$ cat src/rtl/otp_pkg.sv
// Shared types and constants for the round-robin OTP serializer scheduler.
package otp_pkg;

  typedef enum logic [1:0] {
    IDLE  = 2'd0,
    LOAD  = 2'd1,
    RUN   = 2'd2,
    DRAIN = 2'd3
  } state_e;

  localparam int BYTES_PER_WORD = 4;
  localparam int MAX_NREQ       = 8;

  // Index width for a requester count; a single requester still needs one bit.
  function automatic int grant_w(input int n);
    return (n > 1) ? $clog2(n) : 1;
  endfunction

  localparam int GRANT_W_MAX = grant_w(MAX_NREQ);

  function automatic logic [2:0] byte_cnt_inc(input logic [2:0] cnt);
    return (cnt >= 3'(BYTES_PER_WORD)) ? 3'(BYTES_PER_WORD) : cnt + 3'd1;
  endfunction

endpackage

$ cat src/rtl/otp_serializer_sched_if.sv
// Requester and serializer signals of the OTP scheduler; master = scheduler side.
interface otp_serializer_sched_if
  import otp_pkg::*;
#(
  parameter int NREQ   = 2,
  parameter int WORD_W = 32
);
  localparam int GW = grant_w(NREQ);

  logic [NREQ-1:0]        req;
  logic [NREQ*WORD_W-1:0] word_in;
  logic [NREQ-1:0]        ack;
  logic [GW-1:0]          grant_id;
  logic                   busy;
  logic                   ser_hold;
  logic [WORD_W-1:0]      ser_word;
  logic                   ser_cmp;
  logic                   ser_done;
  logic [2:0]             byte_cnt;
  logic                   err;

  modport master (
    input  req, word_in, ser_cmp, ser_done,
    output ack, grant_id, busy, ser_hold, ser_word, byte_cnt, err
  );

  modport slave (
    output req, word_in, ser_cmp, ser_done,
    input  ack, grant_id, busy, ser_hold, ser_word, byte_cnt, err
  );
endinterface

$ cat src/rtl/otp_rr_arbiter.sv
// Combinational round-robin pick: first set request after last_i, wrapping.
module otp_rr_arbiter
  import otp_pkg::*;
#(
  parameter int NREQ = 2,
  parameter int GW   = grant_w(NREQ)
) (
  input  logic [NREQ-1:0] req_i,
  input  logic [GW-1:0]   last_i,
  output logic [NREQ-1:0] gnt_o,
  output logic [GW-1:0]   idx_o,
  output logic            valid_o
);

  int            cand_s;
  logic [GW-1:0] cidx_s;
  logic          hit_s;

  // scan from the requester after the last winner; the first hit wins
  always_comb begin
    gnt_o   = '0;
    idx_o   = '0;
    valid_o = 1'b0;
    cand_s  = 0;
    cidx_s  = '0;
    hit_s   = 1'b0;
    for (int off = 1; off <= NREQ; off++) begin
      cand_s         = (int'(last_i) + off) % NREQ;
      cidx_s         = GW'(cand_s);
      hit_s          = req_i[cidx_s] && !valid_o;
      gnt_o[cidx_s]  = gnt_o[cidx_s] | hit_s;
      idx_o          = hit_s ? cidx_s : idx_o;
      valid_o        = valid_o | hit_s;
    end
  end

endmodule

$ cat src/rtl/otp_serializer_sched.sv
// Round-robin scheduler sharing one 32-bit->byte OTP serializer among NREQ sources.
// Optional RUN watchdog enabled by defining OTP_SCHED_WDOG_EN.
module otp_serializer_sched
  import otp_pkg::*;
#(
  parameter int NREQ    = 2,
  parameter int WORD_W  = 32,
  parameter int TIMEOUT = 15
) (
  input  logic                   clk,
  input  logic                   reset,
  otp_serializer_sched_if.master bus
);

  localparam int         GW       = grant_w(NREQ);
  localparam logic [2:0] FULL_CNT = 3'(BYTES_PER_WORD);

  state_e            state_q, state_d;
  logic [GW-1:0]     last_q, last_d, grant_q, grant_d;
  logic [NREQ-1:0]   gnt_oh_q, gnt_oh_d, ack_q, ack_d;
  logic [WORD_W-1:0] word_q, word_d;
  logic [2:0]        cnt_q, cnt_d, cnt_inc_s;
  logic              err_q, err_d, busy_q, busy_d, hold_q, hold_d;
  logic [NREQ-1:0]   arb_gnt_s;
  logic [GW-1:0]     arb_idx_s;
  logic              arb_valid_s, timeout_s, short_job_s;

  otp_rr_arbiter #(.NREQ(NREQ), .GW(GW)) u_arb (
    .req_i   (bus.req),
    .last_i  (last_q),
    .gnt_o   (arb_gnt_s),
    .idx_o   (arb_idx_s),
    .valid_o (arb_valid_s)
  );

`ifdef OTP_SCHED_WDOG_EN
  localparam int TW = $clog2(TIMEOUT + 1);
  logic [TW-1:0] wd_q, wd_d;

  // count RUN cycles since LOAD
  always_comb begin
    case (state_q)
      LOAD:    wd_d = '0;
      RUN:     wd_d = wd_q + TW'(1);
      default: wd_d = wd_q;
    endcase
  end

  // watchdog counter register
  always_ff @(posedge clk or negedge reset) begin
    if (!reset) wd_q <= '0;
    else        wd_q <= wd_d;
  end

  assign timeout_s = (state_q == RUN) && !bus.ser_done && (wd_q == TW'(TIMEOUT - 1));
`else
  // no watchdog in this build: RUN only ends on ser_done
  assign timeout_s = (TIMEOUT < 0);
`endif

  assign cnt_inc_s   = bus.ser_cmp ? byte_cnt_inc(cnt_q) : cnt_q;
  assign short_job_s = bus.ser_done && (cnt_inc_s != FULL_CNT);

  // state register
  always_ff @(posedge clk or negedge reset) begin
    if (!reset) state_q <= IDLE;
    else        state_q <= state_d;
  end

  // next-state logic
  always_comb begin
    case (state_q)
      IDLE:    state_d = arb_valid_s ? LOAD : IDLE;
      LOAD:    state_d = RUN;
      RUN:     state_d = (bus.ser_done || timeout_s) ? DRAIN : RUN;
      DRAIN:   state_d = IDLE;
      default: state_d = IDLE;
    endcase
  end

  // next values of the registered outputs and job context
  always_comb begin
    last_d   = last_q;
    grant_d  = grant_q;
    gnt_oh_d = gnt_oh_q;
    word_d   = word_q;
    cnt_d    = cnt_q;
    err_d    = err_q;
    ack_d    = '0;
    busy_d   = (state_d != IDLE);
    hold_d   = (state_d == IDLE) || (state_d == DRAIN);
    case (state_q)
      IDLE: begin
        if (arb_valid_s) begin
          grant_d  = arb_idx_s;
          gnt_oh_d = arb_gnt_s;
          word_d   = bus.word_in[int'(arb_idx_s)*WORD_W +: WORD_W];
          cnt_d    = 3'd0;
        end else begin
          cnt_d    = cnt_q;
        end
      end
      LOAD: cnt_d = cnt_q;
      RUN: begin
        cnt_d = cnt_inc_s;
        if (short_job_s || timeout_s) err_d = 1'b1;
        else                          err_d = err_q;
        if (state_d == DRAIN) ack_d = gnt_oh_q;
        else                  ack_d = '0;
      end
      DRAIN:   last_d = grant_q;
      default: last_d = last_q;
    endcase
  end

  // output and context registers; last_grant resets to NREQ-1 so req[0] wins first
  always_ff @(posedge clk or negedge reset) begin
    if (!reset) begin
      last_q   <= GW'(NREQ - 1);
      grant_q  <= GW'(NREQ - 1);
      gnt_oh_q <= '0;
      word_q   <= '0;
      cnt_q    <= 3'd0;
      err_q    <= 1'b0;
      ack_q    <= '0;
      busy_q   <= 1'b0;
      hold_q   <= 1'b1;
    end else begin
      last_q   <= last_d;
      grant_q  <= grant_d;
      gnt_oh_q <= gnt_oh_d;
      word_q   <= word_d;
      cnt_q    <= cnt_d;
      err_q    <= err_d;
      ack_q    <= ack_d;
      busy_q   <= busy_d;
      hold_q   <= hold_d;
    end
  end

  assign bus.ack      = ack_q;
  assign bus.grant_id = grant_q;
  assign bus.busy     = busy_q;
  assign bus.ser_hold = hold_q;
  assign bus.ser_word = word_q;
  assign bus.byte_cnt = cnt_q;
  assign bus.err      = err_q;

endmodule
$ cat src/flat_wrapper.sv
// flat-port wrapper written by rule: the top's interface ports become plain ports
module otp_serializer_sched_flat import otp_pkg::*;
#(
  parameter int NREQ    = 2,
  parameter int WORD_W  = 32,
  parameter int TIMEOUT = 15
)
  (clk, reset, bus_req, bus_word_in, bus_ser_cmp, bus_ser_done, bus_ack, bus_grant_id, bus_busy, bus_ser_hold, bus_ser_word, bus_byte_cnt, bus_err);
  otp_serializer_sched_if #(.NREQ(NREQ), .WORD_W(WORD_W)) bus_i ();
  input  logic clk;
  input  logic reset;
  input wire logic [$bits(bus_i.req)-1:0] bus_req;
  input wire logic [$bits(bus_i.word_in)-1:0] bus_word_in;
  input wire logic [$bits(bus_i.ser_cmp)-1:0] bus_ser_cmp;
  input wire logic [$bits(bus_i.ser_done)-1:0] bus_ser_done;
  output wire logic [$bits(bus_i.ack)-1:0] bus_ack;
  output wire logic [$bits(bus_i.grant_id)-1:0] bus_grant_id;
  output wire logic [$bits(bus_i.busy)-1:0] bus_busy;
  output wire logic [$bits(bus_i.ser_hold)-1:0] bus_ser_hold;
  output wire logic [$bits(bus_i.ser_word)-1:0] bus_ser_word;
  output wire logic [$bits(bus_i.byte_cnt)-1:0] bus_byte_cnt;
  output wire logic [$bits(bus_i.err)-1:0] bus_err;
  assign bus_i.req = bus_req;
  assign bus_i.word_in = bus_word_in;
  assign bus_i.ser_cmp = bus_ser_cmp;
  assign bus_i.ser_done = bus_ser_done;
  assign bus_ack = bus_i.ack;
  assign bus_grant_id = bus_i.grant_id;
  assign bus_busy = bus_i.busy;
  assign bus_ser_hold = bus_i.ser_hold;
  assign bus_ser_word = bus_i.ser_word;
  assign bus_byte_cnt = bus_i.byte_cnt;
  assign bus_err = bus_i.err;
  otp_serializer_sched #(.NREQ(NREQ), .WORD_W(WORD_W), .TIMEOUT(TIMEOUT)) u_core (.clk(clk), .reset(reset), .bus(bus_i));
endmodule
$ cat config.mk
export PLATFORM = sky130hd
export DESIGN_NAME = otp_serializer_sched_flat
export DESIGN_NICKNAME = d
export VERILOG_FILES = /design/src/rtl/otp_pkg.sv /design/src/rtl/otp_serializer_sched_if.sv /design/src/rtl/otp_rr_arbiter.sv /design/src/rtl/otp_serializer_sched.sv /design/src/flat_wrapper.sv
export SDC_FILE = /design/constraint.sdc
export NUM_CORES = 1
export LEC_CHECK = 0
export BUFFER_PORTS_ARGS = -buffer_cell sky130_fd_sc_hd__buf_2
export CORE_UTILIZATION = 40
export CTS_CLUSTER_SIZE = 25
export DETAILED_ROUTE_END_ITERATION = 12
export PLACE_DENSITY = 0.76
export SLEW_MARGIN = 20
export SYNTH_ARGS = -nofsm -noshare
export SYNTH_HDL_FRONTEND = slang
export SYNTH_SLANG_ARGS = --single-unit
$ cat constraint.sdc
create_clock -name clk -period 1.65 [get_ports clk]
set_input_delay 0.165 -clock clk [delete_from_list [all_inputs] [get_ports clk]]
set_output_delay 0.165 -clock clk [all_outputs]
set_load 0.02 [all_outputs]
==> Word-level counts from Yosys, hierarchy flattened <==
Cells that the tools add are included.
{ "word_totals": {"rom_bits": 0, "output_inout_bits": 41, "latchBits": 0, "ff_bits": 46, "n_memories": 0, "ramBits": 0, "word_cells": 65} }
{ "op_classes": {"n_mux": 23, "n_reduce_logical": 13, "div": 0, "magnitude_cmp": 5, "n_addsub": 3, "eq_ne": 6, "n_mul": 0, "bitwise": 4, "n_shift": 1} }
{ "op_table": {"columns": ["operator", "n"], "rows": [
  ["64-bit by 7-bit indexed part select with 32-bit output", 1],
  ["1-bit 2-to-1 mux", 13],
  ["3-bit 2-to-1 mux", 3],
  ["2-bit case mux with 4 select lines", 1],
  ["2-bit equality test, second input constant", 3],
  ["3-bit case mux with 2 select lines", 1],
  ["2-bit AND reduction", 3],
  ["1-bit logical AND", 4],
  ["2-bit zero test", 2],
  ["1-bit by 2-bit < comparator with 1-bit output, second input constant", 2],
  ["2-bit 2-to-1 mux", 2],
  ["2-bit nonzero test", 2],
  ["3-bit by 1-bit adder with 3-bit output, second input constant", 1],
  ["3-bit >= comparator, second input constant", 1],
  ["3-bit != test, second input constant", 1],
  ["1-bit OR", 3],
  ["1-bit adder, second input constant", 2],
  ["2-bit bitwise AND", 1],
  ["2-bit bitwise mux", 1],
  ["1-bit demux with 1-bit select", 2],
  ["2-bit by 1-bit equality test with 1-bit output, second input constant", 1],
  ["1-bit >= comparator, second input constant", 2],
  ["2-bit by 1-bit != test with 1-bit output, second input constant", 1],
  ["1-bit zero test", 1],
  ["1-bit logical OR", 1]
]} }

==> Longest topological paths before layout <==
Gate-level depths: netlist of run 1.
{ "logic_depth": {"ltp_word": 11, "depth_mapped": 8, "depth_no_buf": 7} }

==> By module <==
From an unflattened synthesis of run 1, not the netlist that was laid out.
{ "unflattened": {"hier_cells": 209, "area_unflattened_um2": 2183.3} }
{ "modules_own_cells": {"columns": ["module", "cells_per_inst", "instances", "area_per_inst_um2"], "rows": [
  ["otp_serializer_sched", 204, 1, 2150.8],
  ["otp_rr_arbiter", 5, 1, 32.5]
]} }

==> Worst setup path after synthesis of run 1 <==
Ideal clock, no wire load.
{ "synth_timing": {"path_kind": "register to register", "from": "reg u_core.state_q[0]", "to": "reg u_core.ack_q[1] (netlist: u_core.bus.ack[1])", "slack_ns": 0.152, "path_buffers": 1, "period_less_slack_ns": 1.498, "path_stages_with_launch": 8, "arrival_time_ns": 1.379, "cell_sequence": "dfrtp_1 inv_1 ha_1 o21ai_2 buf_6 o21ai_1 ha_1 and3_1"} }
{ "synth_between": {"elab_chain_len": 5} }
{ "synth_rtl": {"columns": ["element", "line", "text"], "rows": [
  ["start: declaration", "otp_serializer_sched.sv:18", "state_e state_q, state_d;"],
  ["start signal: assignment", "otp_serializer_sched.sv:67", "else state_q <= state_d;"],
  ["2-bit equality test (tied with other cells)", "otp_serializer_sched.sv:72", "case (state_q)"],
  ["2-bit case mux with 4 select lines (*)", "otp_serializer_sched.sv:72", null],
  ["named net u_core.state_d[0]", "otp_serializer_sched.sv:18", null],
  ["2-bit equality test (*)", "otp_serializer_sched.sv:108", "if (state_d == DRAIN) ack_d = gnt_oh_q;"],
  ["2-bit 2-to-1 mux (*)", "otp_serializer_sched.sv:108", null],
  ["2-bit 2-to-1 mux (*)", "otp_serializer_sched.sv:92", "case (state_q)"],
  ["named net u_core.ack_d[1]", "otp_serializer_sched.sv:20", "logic [NREQ-1:0] gnt_oh_q, gnt_oh_d, ack_q, ack_d;"],
  ["end signal: assignment", "otp_serializer_sched.sv:135", "ack_q <= ack_d;"],
  ["end: declaration", "otp_serializer_sched.sv:20", null]
]} }
The timed path passes the listed nets; every way through them passes the cells marked *.
A chain may end at the register's enable or synchronous reset.

==> Worst setup path in the final report of run 1 <==
{ "layout_timing": {"from": "reg u_core.last_q", "to": "reg u_core.word_q[10] (netlist: u_core.bus.ser_word[10])"} }
{ "layout_between": {"elab_chain_len": 7} }
{ "layout_rtl": {"columns": ["element", "line", "text"], "rows": [
  ["start: declaration", "otp_serializer_sched.sv:19", "logic [GW-1:0] last_q, last_d, grant_q, grant_d;"],
  ["start signal: assignment", "otp_serializer_sched.sv:119", "last_q <= GW'(NREQ - 1);"],
  ["start signal: assignment", "otp_serializer_sched.sv:129", "last_q <= last_d;"],
  ["1-bit adder", "otp_rr_arbiter.sv:28", "cand_s = (int'(last_i) + off) % NREQ;"],
  ["1-bit 2-to-1 mux (implied by the code) (2 in series)", "otp_rr_arbiter.sv:30", "hit_s = req_i[cidx_s] && !valid_o;"],
  ["1-bit zero test", "otp_rr_arbiter.sv:30", null],
  ["1-bit logical AND", "otp_rr_arbiter.sv:30", null],
  ["1-bit 2-to-1 mux / 1-bit OR (equally long branches)", "otp_rr_arbiter.sv:32, otp_rr_arbiter.sv:33", null],
  ["64-bit by 7-bit indexed part select with 32-bit output / 2-bit AND reduction (equally long branches)", null, null],
  ["end signal: assignment", "otp_serializer_sched.sv:132", "word_q <= word_d;"],
  ["end: declaration", "otp_serializer_sched.sv:21", "logic [WORD_W-1:0] word_q, word_d;"]
]} }
Parallel ways exist; a longest one is shown, timed or not. The select of a mux whose other input is x is not followed.

==> impl_metrics.csv, run 1 <==
group,metric,value,unit
final_layout,fin_nets,428,
logic_synthesis,syn_area,2202,µm²
logic_synthesis,ys_types,29,
logic_synthesis,yosys.area.top_type_share,48.86,%
route,firstDrtPassIters,4,
logic_synthesis,syn_avg_cell_area,9.253,µm²
clock_network,clk_pin_slew,0.08,ns
route,drt_iter0_drc,101,
run,max_cap_violations,0,
worst_setup_path,critPathKind,"flip-flop to flip-flop",
global_routing,grt_start_max_net_pins,36,
power_and_ir_drop,p_seq_share,35.8,%
worst_setup_path,arrival,1.83,ns
placement,place_hpwl,3879,µm
min_path,hold_path_depth,3,
power_and_ir_drop,share_comb_of_total_power,49.5,%
placement,place.gp.congestion,0.7724,
final_layout,drive_gt1_share,38.64,%
placement,io_buffers,110,
global_routing,grt_pass1_wl,9108,µm
global_routing,antenna_found_initial,0,
worst_setup_path,cp_max_fo,17,
sta,layout_min_cycle_time,1.599,ns
logic_synthesis,synth_area_leaders,"dfrtp_1 49%, a21oi_1 15%, nand2_1 5.8%, nor2_1 5.8%, ha_1 4.0%",
logic_synthesis,ys_warn_count,0,
logic_synthesis,synthesis.instances,238,
die,core,5205,µm²
power_and_ir_drop,swShare,43.39,%
clock_network,h-tree-depth,2,
logic_synthesis,yosysMostFrequentCell,"a21oi_1",
final_layout,syn_to_final_growth,33.12,%
worst_setup_path,startpoint_type,"flip-flop",
sta,whs,0.09438,ns
clock_network,ctsRootBufferMaster,"clkbuf_8",
sta,finalSetupViolCount,0,
clock_network,numCtsBuffers,5,
worst_setup_path,worst_r2r_path_depth,3,
global_routing,busiest_layer,"met2",
clock_network,cts_max_path_buffers,2,
power_and_ir_drop,clkPwrFrac,14.6,%
route,via_per_inst,4.998,
sta,hold_violations,0,
die,io_pins,111,
final_layout,multiInputGateArea,908.4,µm²
final_layout,regArea,1155,µm²
worst_setup_path,endpoint_kind,"flip-flop",
sta,worst_slew_pin_slew,0.9358,ns
logic_synthesis,ys_top_cells_by_count,"65 x a21oi_1, 43 x dfrtp_1, 34 x nand2_1, 34 x nor2_1, 9 x inv_1",
die,std_cell_rows,26,
clock_network,clock-sinks,46,
global_routing,gr-total-overflow,0,
logic_synthesis,synth_top_cell_by_area,"dfrtp_1",
power_and_ir_drop,powerDensity,1919,nW/µm²
route,drt_wl_total,5663,µm
sta,slew_violations,0,
die,die_w,76.20,µm
final_layout,diodes,0,
route,via_count,2109,
sta,slew-limit-headroom,37.25,%
worst_setup_path,required,1.88,ns
global_routing,groute.usage.overall,19.32,%
final_layout,fillCellCount,474,
clock_network,cts_tree,"done",
die,die_area,5806,µm²
die,start_util,42.31,%
sta,timing.fmax,0.6254,GHz
clock_network,insertion_delay,0.30,ns
global_routing,grt_use_met2,33.55,%
route,drc_errors,0,
logic_synthesis,async_reset_ff_share,100.0,%
die,die_h,76.20,µm
global_routing,grt_use_met1,24.30,%
min_path,hold_class,"input pin to flip-flop",
logic_synthesis,synth-seq-area-share,52.44,%
logic_synthesis,synth_edf_count,0,
sta,skew,0.004948,ns
power_and_ir_drop,switchingPower,2.442,mW
logic_synthesis,syn-num-nets,315,
run_status,status,"finished, final reports clean",
global_routing,met3_usage,4.551,%
logic_synthesis,synth_top_flop_cell,"dfrtp_1",
power_and_ir_drop,p_leak,1.479,nW
final_layout,final_util,56.32,%
route,routedWlPerCell,13.42,µm
global_routing,grt_pass1_vias,1986,
logic_synthesis,ys_ff_latch,46,
sta,timing.final.crit_share,96.91,%
route,drt.antenna.violating_nets,0,
power_and_ir_drop,vdd_ir_drop_max,0.9280,mV
power_and_ir_drop,p_int,3.185,mW
==> per-layer routing <==
layer | vias to the layer above | part of all wire (%)
li1 | 1030 | -
met3 | 6 | 6.7
met5 | - | 0
met4 | 0 | 0.79
met1 | 978 | 45
met2 | 95 | 48
==> timing repair <==
item                                    4_1_cts  5_1_grt
setup buffers                                 0        0
hold endpoints to repair                     18        0
gates resized for setup                       0        1
hold buffers                                  1        0
endpoints found under the setup margin        0       30
==> power groups by stage <==
| stage | Combinational, mW | Sequential [mW] | Clock [mW] |
|---|---|---|---|
| CTS | 2.79 | 2.01 | 0.850 |
| global route | 3.08 | 2.09 | 0.887 |
| detailed placement | 2.78 | 2.03 | 0 |
| floorplan | 1.35 | 2.58 | 0 |
| finish | 2.79 | 2.02 | 0.823 |
| global placement | 2.71 | 2.01 | 0 |
==> logic make-up (layout without fill, tap and decap cells) <==
kind of cell | after synthesis | in the layout | share of synthesized area [%]
adders and majority gates | 7 | 7 | 3.977
muxes | 2 | 2 | 0.9659
and+or+nand+nor | 78 | 78 | 14.71
DFF | 46 | 46 | 52.44
AOI/OAI and AO/OA | 81 | 82 | 20.97
buffers and inverters | 24 | 137 | 6.932
==> area by class of cell <==
| type | instances | area share [%] |
|---|---|---|
| repair buffers | 120 | 21.85 |
| flip-flops and latches | 46 | 39.39 |
| clock buffers | 7 | 2.604 |
| inverters | 9 | 1.152 |
| clock inverters | 1 | 1.024 |
| well taps | 70 | 2.988 |
| multi-input cells | 169 | 30.99 |
==> worst max-delay path: stages (launching register included) <==
cell and delay [ns]:
dfstp_2 0.41, a21boi_2 0.75, a21oi_1 0.20, a21oi_2 0.17
==> registers in the layout (all words and copies together) (netlist names), 2 cells and up <==
signal               count
u_core.state_q           2
u_core.bus.ser_word     32
u_core.bus.ack           2
u_core.bus.byte_cnt      3
u_core.gnt_oh_q          2
==> layout by cell type, fill, tap and decap left out, types with 3 or more instances in the layout <==
cell,n
nand2_1,34
ha_1,6
a31oi_1,3
clkbuf_8,5
buf_2,110
nor2_1,34
dfrtp_1,43
buf_4,8
inv_1,9
a21oi_1,65
dfstp_2,3
==> metrics by stage <==
step           power, mW  setup WS (ns)   TNS [ns]  cells  instance area, µm²
3_5_place_dp       4.810        0.09431          0    412                2801
2_1_floorplan      3.921         0.1515          0    238                2202
4_1_cts            5.651        0.06696          0    421                2918
3_3_place_gp       4.720         0.1076          0    412                2801
6_report           5.627        0.05105          0    422                2932
5_1_grt            6.065      -0.001227  -0.001453    422                2932
==> final timing paths <==
check	to	start	slack [ns]
worst min-delay path	u_core.bus.ser_word[4]$_DFFE_PN0P_	bus_word_in[4]	0.09
worst max register to register	u_core.bus.ser_word[10]$_DFFE_PN0P_	u_core.last_q$_DFFE_PN1N_	0.05
max in group asynchronous	u_core.bus.grant_id$_DFFE_PN1P_	reset	0.69
min in group asynchronous	u_core.bus.ser_word[22]$_DFFE_PN0P_	reset	0.37
worst max-delay path	u_core.bus.ser_word[10]$_DFFE_PN0P_	u_core.last_q$_DFFE_PN1N_	0.05
worst min register to register	u_core.bus.err$_DFFE_PN0P_	u_core.bus.err$_DFFE_PN0P_	0.47
No activity file was read; power rests on OpenSTA's default activity.
==> run 2: changes to the inputs <==
- CTS_BUF_LIST: unset -> sky130_fd_sc_hd__clkbuf_16
==> impl_metrics.csv, run 2 (synthesis results as in run 1) <==
group,metric,value,unit
final_layout,layout_common_cells,"110 x buf_2, 65 x a21oi_1, 43 x dfrtp_1",
final_layout,final_common_cell,"buf_2",
final_layout,drive_gt1_share,38.64,%
power_and_ir_drop,switchingPower,2.449,mW
clock_network,cts_max_path_buffers,2,
route,drt.antenna.violating_nets,0,
clock_network,cts_tree,"done",
clock_network,clock-sinks,46,
die,std_cell_rows,26,
route,drt_iter0_drc,105,
sta,slew-limit-headroom,37.54,%
power_and_ir_drop,powerDensity,1970,nW/µm²
sta,skew,0.002474,ns
global_routing,grt_start_max_net_pins,36,
worst_setup_path,critPathTopFamily,"compound AO/OA/AOI/OAI gates",
final_layout,diodes,0,
global_routing,groute.usage.overall,19.34,%
sta,timing.final.crit_share,96.12,%
run,max_cap_violations,0,
sta,fin_tns_setup,0,ns
clock_network,ctsRootBufferMaster,"clkbuf_16",
global_routing,grt_pass1_wl,9087,µm
route,drt_wl_total,5541,µm
final_layout,fin_nets,428,
sta,rsz0062_at_grt,"no",
clock_network,clk_pin_slew,0.06,ns
worst_setup_path,path_cells,"a21boi_2 -> a21oi_1 -> a21oi_2",
die,core,5205,µm²
clock_network,h-tree-depth,2,
sta,worst_slew_pin_slew,0.9314,ns
final_layout,finalNonFillerCells,422,
power_and_ir_drop,clkPwrFrac,18.6,%
worst_setup_path,slowest_delay,0.75,ns
die,die_area,5806,µm²
sta,finalSetupViolCount,0,
power_and_ir_drop,p_int,3.437,mW
worst_setup_path,startpoint_type,"flip-flop",
power_and_ir_drop,p_seq_share,34.2,%
power_and_ir_drop,vdd_ir_drop_max,0.9748,mV
power_and_ir_drop,p_leak,1.513,nW
final_layout,syn_to_final_growth,35.68,%
sta,slew_violations,0,
placement,place.gp.congestion,0.7724,
global_routing,grt_pass1_vias,1980,
die,start_util,42.31,%
route,drc_errors,0,
die,io_pins,111,
worst_setup_path,cp_slowest_cell,"a21boi_2",
power_and_ir_drop,share_comb_of_total_power,47.2,%
worst_setup_path,arrival,1.80,ns
clock_network,insertion_delay,0.28,ns
route,via_count,2078,
clock_network,numCtsBuffers,5,
route,firstDrtPassIters,4,
worst_setup_path,cp_num_buf_inv,0,
worst_setup_path,cp_max_fo,17,
die,die_w,76.20,µm
die,die_h,76.20,µm
worst_setup_path,required,1.86,ns
placement,dp_cells,412,
sta,timing.fmax,0.6306,GHz
route,routedWlPerCell,13.13,µm
min_path,hold_class,"input pin to flip-flop",
worst_setup_path,endpoint_kind,"flip-flop",
sta,layout_min_cycle_time,1.586,ns
worst_setup_path,critPathKind,"flip-flop to flip-flop",
sta,hold_violations,0,
final_layout,largest_register_ffs,32,
placement,place_hpwl,3879,µm
global_routing,antenna_found_initial,0,
power_and_ir_drop,swShare,41.60,%
route,via_per_inst,4.924,
clock_network,post_cts_buffers,0,
run_status,status,"finished, final reports clean",
global_routing,gr-total-overflow,0,
placement,io_buffers,110,
==> run 2: cell types whose count changed in the layout (fill, tap and decap cells not counted) <==
cell / previous run / this run
clkbuf_16: 0 / 5
clkbuf_8: 5 / 0
clkbuf_1: 2 / 0
inv_1: 9 / 11
==> run 2: cell type report <==
| type | instances | area [µm²] |
|---|---|---|
| Timing Repair Buffer | 120 | 640.6 |
| Inverter | 9 | 33.78 |
| Sequential cell | 46 | 1155 |
| Multi-Input combinational cell | 169 | 908.4 |
| Fill cell | 467 | 2217 |
| Clock inverter | 3 | 37.54 |
| Clock buffer | 5 | 125.1 |
| Tap cell | 70 | 87.58 |
==> run 2: power groups by stage <==
stage               Clock, mW  Sequential (mW)  Combinational [mW]
finish                   1.09             2.01                2.78
global route             1.16             2.09                3.08
CTS                      1.13             2.01                2.79
detailed placement          0             2.03                2.78
global placement            0             2.01                2.71
floorplan                   0             2.58                1.35
==> run 2: routing by layer <==
metal	track usage [%]	routed length (µm)	vias up
met3	4.551	346	7
met4	5.192	55	0
met1	24.23	2479	959
met2	33.45	2658	80
met5	0	0	-
li1	-	-	1032
==> run 2: stage by stage <==
step / power, mW / hold WS, ns / util (%) / instance area, µm² / setup slack [ns]
floorplan: 3.921 / -0.1306 / - / 2202 / 0.1515
global placement: 4.720 / 0.1455 / 53.82 / 2801 / 0.1076
detailed placement: 4.810 / 0.1587 / 53.82 / 2801 / 0.09431
CTS: 5.933 / 0.1082 / 57.14 / 2974 / 0.07650
global route: 6.337 / 0.1188 / 57.40 / 2988 / 0.01419
finish: 5.886 / 0.1123 / 57.40 / 2988 / 0.06409
==> run 2: path summary, 6_finish.rpt <==
kind | start | end | slack (ns) | depth (start not counted)
worst max-delay path | u_core.last_q$_DFFE_PN1N_ | u_core.bus.ser_word[10]$_DFFE_PN0P_ | 0.06 | 3
worst min-delay path | bus_word_in[4] | u_core.bus.ser_word[4]$_DFFE_PN0P_ | 0.11 | 3
worst max register to register | u_core.last_q$_DFFE_PN1N_ | u_core.bus.ser_word[10]$_DFFE_PN0P_ | 0.06 | 3
worst min register to register | u_core.bus.err$_DFFE_PN0P_ | u_core.bus.err$_DFFE_PN0P_ | 0.46 | 1
max in group asynchronous | reset | u_core.bus.grant_id$_DFFE_PN1P_ | 0.67 | 3
min in group asynchronous | reset | u_core.bus.ser_word[22]$_DFFE_PN0P_ | 0.39 | 2
==> run 2: worst reg2reg max path: cells and delay by family (launching register included) <==
kind | cells | cell delay (ns)
compound gates | 3 | 1.13
flops | 1 | 0.40
==> run 2: timing repair <==
action	in CTS	in global routing
hold endpoints to repair	18	0
resized for setup	0	1
setup endpoints to repair	0	24
hold buffers	1	0
==> run 3: changes to the inputs <==
--- a/config.mk
+++ b/config.mk
@@ -7,9 +7,9 @@
 export LEC_CHECK = 0
 export BUFFER_PORTS_ARGS = -buffer_cell sky130_fd_sc_hd__buf_2
-export CORE_UTILIZATION = 40
+export CORE_UTILIZATION = 45
 export CTS_BUF_LIST = sky130_fd_sc_hd__clkbuf_16
 export CTS_CLUSTER_SIZE = 25
 export DETAILED_ROUTE_END_ITERATION = 12
-export PLACE_DENSITY = 0.76
+export PLACE_DENSITY = 0.83
 export SLEW_MARGIN = 20
 export SYNTH_ARGS = -nofsm -noshare
==> constraint.sdc (replaced) <==
create_clock -name clk -period 1.65 [get_ports clk]
set_input_delay 0.165 -clock clk [delete_from_list [all_inputs] [get_ports clk]]
set_output_delay 0.165 -clock clk [all_outputs]
set_load 0.1 [all_outputs]
==> impl_metrics.csv, run 3 (synthesis results as in run 1) <==
group,metric,value,unit
clock_network,cts_tree,"done",
final_layout,final_area,2995,µm²
run_status,status,"finished, final reports clean",
sta,timing.fmax,0.6367,GHz
worst_setup_path,startpoint_type,"flip-flop",
sta,worst_slew_pin_slew,0.9153,ns
global_routing,gr-total-overflow,0,
run,max_cap_violations,0,
worst_setup_path,required,1.85,ns
sta,fin_tns_setup,0,ns
min_path,min_to,"u_core.bus.ser_word[29]$_DFFE_PN0P_",
final_layout,final_util,63.42,%
placement,dpl-instance-area,2805,µm²
final_layout,final_common_cell,"buf_2",
worst_setup_path,r2r_slack,0.08,ns
die,start_util,46.62,%
route,routedWlPerCell,13.03,µm
min_path,hold_path_depth,3,
worst_setup_path,reg2reg_to,"u_core.bus.ser_word[11]$_DFFE_PN0P_",
worst_setup_path,endpoint_kind,"flip-flop",
placement,io_buffers,110,
die,std_cell_rows,25,
route,via_per_inst,4.955,
die,io_pins,111,
die,die_h,71.96,µm
clock_network,cts_max_path_buffers,2,
sta,hold_violations,0,
die,core,4723,µm²
placement,place.gp.congestion,0.7655,
sta,slew_violations,0,
clock_network,numCtsBuffers,5,
min_path,hold_class,"input pin to flip-flop",
route,drt_iter0_drc,113,
final_layout,finalNonFillerCells,418,
route,via_count,2071,
final_layout,largest_register_ffs,32,
clock_network,clk_pin_slew,0.06,ns
sta,rsz0062_at_grt,"no",
final_layout,fin_nets,427,
sta,finalSetupViolCount,0,
worst_setup_path,critPathKind,"flip-flop to flip-flop",
final_layout,diodes,0,
final_layout,layout_common_cells,"110 x buf_2, 65 x a21oi_1, 41 x dfrtp_1",
global_routing,grt_pass1_vias,1845,
global_routing,grt_start_max_net_pins,36,
placement,place_hpwl,3806,µm
clock_network,insertion_delay,0.28,ns
route,drt_wl_total,5445,µm
min_path,min_from,"bus_word_in[29]",
clock_network,ctsRootBufferMaster,"clkbuf_16",
route,firstDrtPassIters,4,
worst_setup_path,cp_max_fo,17,
worst_setup_path,rr_startpoint,"u_core.last_q$_DFFE_PN1N_",
global_routing,antenna_found_initial,0,
worst_setup_path,worst_r2r_path_depth,3,
clock_network,h-tree-depth,2,
die,die_w,71.96,µm
final_layout,syn_to_final_growth,36.02,%
sta,layout_min_cycle_time,1.571,ns
route,drt.antenna.violating_nets,0,
die,die_area,5178,µm²
clock_network,clock-sinks,46,
final_layout,drive_gt1_share,39.32,%
global_routing,groute.usage.overall,20.57,%
placement,dp_cells,408,
global_routing,grt_pass1_wl,8293,µm
route,drc_errors,0,
sta,timing.final.crit_share,95.19,%
worst_setup_path,arrival,1.77,ns
sta,slew-limit-headroom,38.62,%
sta,skew,0.003109,ns
==> run 3: changes by cell type in the layout (fill, tap and decap cells not counted), sizes merged <==
cell,change
clkinvlp,+1
inv,-1
buf,-1
==> run 3: final cells by class <==
class | count | area, µm²
clock buffer | 5 | 125.1
tap | 67 | 83.83
multi-input combinational | 169 | 908.4
clock inverter | 3 | 41.29
sequential | 46 | 1157
inverter | 9 | 33.78
fill | 383 | 1728
timing repair buffer | 119 | 645.6
==> run 3: critical path: stages, from the launching register on <==
cell,delay (ns)
dfstp_2,0.40
a21boi_2,0.73
a21oi_1,0.16
a21oi_1,0.19
==> run 3: worst max-delay path by stage <==
stage	start	endpoint	slack, ns
floorplan	u_core.bus.byte_cnt[0]$_DFFE_PN0P_	u_core.bus.byte_cnt[1]$_DFFE_PN0P_	0.06
global placement	u_core.last_q$_DFFE_PN1N_	u_core.bus.ser_word[10]$_DFFE_PN0P_	0.11
detailed placement	u_core.state_q[0]$_DFF_PN0_	u_core.bus.ser_hold$_DFF_PN1_	0.09
CTS	u_core.state_q[0]$_DFF_PN0_	u_core.bus.ser_hold$_DFF_PN1_	0.06
global route	u_core.last_q$_DFFE_PN1N_	u_core.bus.ser_word[11]$_DFFE_PN0P_	0.06
finish	u_core.last_q$_DFFE_PN1N_	u_core.bus.ser_word[11]$_DFFE_PN0P_	0.08
==> run 3: timing repair <==
action,CTS,global route
hold endpoints to repair,9,0
buffers inserted,0,0
gates resized for setup,0,1
hold buffers,1,0
endpoints found under the setup margin,0,13
==> run 3: per-layer routing <==
metal / routed length (µm) / share of wire, % / GRT usage [%]
met1: 2367 / 43 / 26.56
met2: 2693 / 49 / 35.85
met3: 361 / 6.6 / 3.472
met4: 23 / 0.42 / 5.882
met5: 0 / 0 / 0
==> run 3: through the flow <==
stage	setup slack, ns	hold slack, ns
2_1_floorplan	0.06274	-0.1306
3_3_place_gp	0.1106	0.06785
3_5_place_dp	0.09129	0.07801
4_1_cts	0.06055	0.1116
5_1_grt	0.05657	0.1189
6_report	0.07940	0.1173
Power of run 3 is not shown: default switching activity piles up to over one toggle a cycle in this logic, so the estimate is an artifact.
